===== config.mk =====
export PLATFORM = sky130hd
export DESIGN_NAME = rs_scoreboard
export DESIGN_NICKNAME = d
export VERILOG_FILES = /design/src/rtl/rs_scoreboard.sv
export SDC_FILE = /design/constraint.sdc
export NUM_CORES = 1
export LEC_CHECK = 0
export BUFFER_PORTS_ARGS = -buffer_cell sky130_fd_sc_hd__buf_2
export CORE_AREA = 3 3 110 112
export DETAILED_ROUTE_END_ITERATION = 16
export DIE_AREA = 0 0 113 115
export PLACE_DENSITY = 0.77
export SLEW_MARGIN = 25
export SYNTH_ARGS = -nofsm -noshare
export SYNTH_HDL_FRONTEND = slang
export SYNTH_SLANG_ARGS = --single-unit

===== constraint.sdc =====
create_clock -name clk -period 3.23 [get_ports clk]
set_input_delay 0.646 -clock clk [delete_from_list [all_inputs] [get_ports clk]]
set_output_delay 0.646 -clock clk [all_outputs]
set_load 0.02 [all_outputs]

===== src/rtl/rs_scoreboard.sv =====
// Register scoreboard: per-register outstanding-write counters that hold an
// instruction at issue on RAW hazards or a saturated destination counter.
module rs_scoreboard #(
    parameter int CNT_W     = 2,
    parameter int WB_BYPASS = 1
) (
    input  logic        clk,
    input  logic        rst_n,
    input  logic        issue_valid,
    output logic        issue_ready,
    input  logic [4:0]  issue_rs1,
    input  logic [4:0]  issue_rs2,
    input  logic        issue_uses_rs1,
    input  logic        issue_uses_rs2,
    input  logic [4:0]  issue_rd,
    input  logic        issue_rd_we,
    input  logic        wb_valid,
    input  logic [4:0]  wb_rd,
    input  logic        flush,
    output logic [31:0] busy_vec,
    output logic        stall,
    output logic        err_underflow
);

    localparam logic [CNT_W-1:0] CNT_MAX = {CNT_W{1'b1}};
    localparam logic [CNT_W-1:0] CNT_ONE = CNT_W'(1);

    logic [CNT_W-1:0] cnt [32];

    logic [CNT_W-1:0] rs1_cnt;
    logic [CNT_W-1:0] rs2_cnt;
    logic [CNT_W-1:0] rd_cnt;
    logic [CNT_W-1:0] wb_cnt;
    logic             rs1_release;
    logic             rs2_release;
    logic             haz1;
    logic             haz2;
    logic             waw_full;
    logic             fire;
    logic [31:0]      inc_vec;
    logic [31:0]      dec_vec;

    always_comb begin
        rs1_cnt = cnt[issue_rs1];
        rs2_cnt = cnt[issue_rs2];
        rd_cnt  = cnt[issue_rd];
        wb_cnt  = cnt[wb_rd];

        // A final writeback landing this cycle releases the source early
        rs1_release = (WB_BYPASS != 0) && wb_valid && (wb_rd == issue_rs1) && (rs1_cnt == CNT_ONE);
        rs2_release = (WB_BYPASS != 0) && wb_valid && (wb_rd == issue_rs2) && (rs2_cnt == CNT_ONE);

        haz1     = issue_uses_rs1 && (issue_rs1 != 5'd0) && (rs1_cnt != '0) && !rs1_release;
        haz2     = issue_uses_rs2 && (issue_rs2 != 5'd0) && (rs2_cnt != '0) && !rs2_release;
        waw_full = issue_rd_we && (issue_rd != 5'd0) && (rd_cnt == CNT_MAX);

        issue_ready = !flush && !haz1 && !haz2 && !waw_full;
        stall       = issue_valid && !issue_ready;
        fire        = issue_valid && issue_ready;
    end

    always_comb begin
        inc_vec = '0;
        dec_vec = '0;
        busy_vec = '0;
        for (int r = 1; r < 32; r++) begin
            inc_vec[r]  = fire && issue_rd_we && (issue_rd == 5'(r));
            dec_vec[r]  = wb_valid && (wb_rd == 5'(r)) && (cnt[r] != '0);
            busy_vec[r] = (cnt[r] != '0);
        end
    end

    always_ff @(posedge clk or negedge rst_n) begin
        if (!rst_n) begin
            for (int r = 0; r < 32; r++) begin
                cnt[r] <= '0;
            end
            err_underflow <= 1'b0;
        end else begin
            for (int r = 0; r < 32; r++) begin
                if (flush || r == 0) begin
                    cnt[r] <= '0;
                end else if (inc_vec[r] && !dec_vec[r]) begin
                    cnt[r] <= cnt[r] + CNT_ONE;
                end else if (dec_vec[r] && !inc_vec[r]) begin
                    cnt[r] <= cnt[r] - CNT_ONE;
                end
            end
            if (wb_valid && (wb_rd != 5'd0) && (wb_cnt == '0)) begin
                err_underflow <= 1'b1;
            end
        end
    end

endmodule


==> run metrics <==
total track usage=about 37%; last weighted congestion value of the routability-driven placer=between 1 and 1.5; VDD IR-drop max=~0.32 mV; IO Count=63; root buffer cell=clkbuf_16; commonest non-fill, non-tap cells in the layout=91 x buf_4, 75 x nand2_1, 61 x a21oi_1; number of synthesized flops with an enable pin=0; status=finished, violations left; proportion of layout cells with a drive suffix above 1=31.9%; Synth Register Bits=63; Hold WS=roughly 370 ps; Net Count, Synth=~760; Avg WL per Cell=roughly 24 um; drt pass-1 iters=7; largest net degree at the start of global routing=65; WP data arrival=~2600 ps; FILL cells=between 900 and 1,000; clk_skew=between 10 and 15 ps; Die W=~110 um; first-pass GRT wire length=approximately 37,000 um; CTS sink cnt=63; dpl cells=approximately 980; Max Root-Sink Buffers=2; DRC=0; Primary FF master, synth=dfrtp_1; final WL=23,800 um; Final Slew Violations=0; Synth-to-Final Area Change=23.0%; remaining global-route overflow=0; Tmin final=around 3300 ps; CTS tree=yes; Final nets=879; Non-Filler Instances=between 900 and 1,000; fin crit share=101%; Synth async-reset ratio=100%; ant diodes=0; Final ANT Viol Nets=0; Slowest-stage cell, CP=a2111o_1; IO buf count=slightly above 60; Slew headroom=about 46%; Crit Path Class=primary input to primary output; Die Y=115 um; CP max stage delay=approximately 430 ps; failing checks=setup timing; PwrDens=298 nW/um^2; Final Worst Setup Slack=-30.9 ps; vias per inst=between 6 and 7; final setup vio count=1; initial antenna violation count=0; Worst setup EP type=primary output; Synth cell types=62; clk_lat worst skew=between 300 and 400 ps; Cells after Synth=~740; commonest non-fill, non-tap cell in the layout=buf_4; Max Cap Viol=0; vias in the first global route=6,626; HP Class=primary input to async pin; sequence of cells on the critical path=buf_2 > buf_4 > nand2b_1 > nor2_1 > o211a_1 > a2111o_1 > a211o_1 > nor2_4 > and2_4 > nor2b_2 > buf_2; design area=~7500 sq um; mapped cell area=6130 sq um; YS warnings=0; area of the core=11,300 sq um; via count=roughly 6,800; placed inst area=7130 sq um; most frequent CP cell=buf_2; Leakage=between 3 and 4 nW; RSZ-0062 raised after global routing=yes; Hold Vio Cnt, Final=0; CP Launch Type=primary input; worst path required time=2580 ps; Starting Density=a little over half; Num CTS Buffers=9; Slew @ Worst Pin=between 800 and 900 ps; CTS Hold Bufs=0; Row Count=39; worst-path maximum fanout=15; hpwl dp=~18,000 um; Power Total=approximately 2.2 mW; Max Freq=between 0.3 and 0.4 GHz; syn avg cell area=8.34 sq um; post-synthesis sequential area ratio=25.7%; clock slew at reported path FFs=60 ps; drt initial violations=just over 900; pre-CTS setup slack=-182 ps; number of H-tree levels=3; DIE AREA=13,000 sq um
==> sequential cells by signal (all words and copies together) (netlist names) <==
name,cells
cnt,62
err_underflow,1
==> per-layer routing <==
layer	share of wire [%]	vias to the layer above	track usage, %
met3	13	83	9.58
met2	45	509	58.6
met1	38	3230	48.9
li1	-	2991	-
met5	0	-	0
met4	3.6	0	16.3
==> synthesized netlist by cell type (all sizes together) (19+ instances only) <==
cell,number,area share [%]
nand2,75,4.6
dfrtp,63,26
a21oi,62,5.1
nor2,57,3.5
o21ai,39,3.2
or2,37,3.8
mux2i,30,4.9
clkbuf,28,1.7
and2,27,2.8
mux4,27,9.9
nand3,26,2.2
buf,24,2.5
nor3,19,1.7
==> cells by family after synthesis <==
kind of cell / Yosys count / synth area share, %
AO/OA/AOI/OAI: 205 / 21.7
XOR/XNOR: 11 / 1.57
buffers and inverters: 59 / 4.65
flip-flops: 63 / 25.7
multiplexers: 71 / 17.4
other: 1 / 0.0612
AND/OR/NAND/NOR: 325 / 28.9
==> path summary, 6_finish.rpt <==
path / start / slack (ps) / cells past startpoint / to
max: issue_rd[3] / -30 / 11 / stall
min: rst_n / 370 / 1 / cnt[28]
max reg2reg: cnt[26] / 170 / 12 / cnt[54]
min reg2reg: err_underflow / 490 / 2 / err_underflow
max in group asynchronous: rst_n / 2170 / 2 / cnt[38]
min in group clk: err_underflow / 490 / 2 / err_underflow
==> power by group <==
part | internal (mW) | switching, mW | leakage (nW)
clock network | 0.677 | 0.362 | 0.154
registers | 0.791 | 0.00199 | 0.870
logic | 0.156 | 0.260 | 2.35
==> stage by stage <==
stage	setup TNS, ps	utilization [%]
floorplan	0	-
global placement	-615	62.9
detailed placement	-1620	62.9
CTS	0	66.0
global route	-178	66.6
finish	-30.9	66.6
==> timing repair <==
| item | in CTS | in global routing |
|---|---|---|
| resized for setup | 5 | 14 |
| setup endpoints to repair | 2 | 8 |
| pin swaps | 2 | 4 |
| endpoints found under the hold margin | 0 | 0 |
| buffers inserted | 1 | 3 |
==> area by class of cell <==
type | count | area (sq um) | share of cell area (%)
Multi-Input combinational cell | 613 | 4320 | 57.3
Clock inverter | 2 | 37.5 | 0.498
Tap cell | 143 | 179 | 2.37
Timing Repair Buffer | 157 | 1110 | 14.8
Clock buffer | 13 | 280 | 3.72
Inverter | 7 | 26.3 | 0.349
Sequential cell | 63 | 1580 | 21.0
==> worst max-delay path, delay by kind of cell <==
| family | cells | cell delay [ps] |
|---|---|---|
| AO/OA/AOI/OAI | 3 | 870 |
| AND/OR/NAND/NOR | 5 | 550 |
| buffers and inverters | 3 | 540 |
No activity file was read; power rests on OpenSTA's default activity.
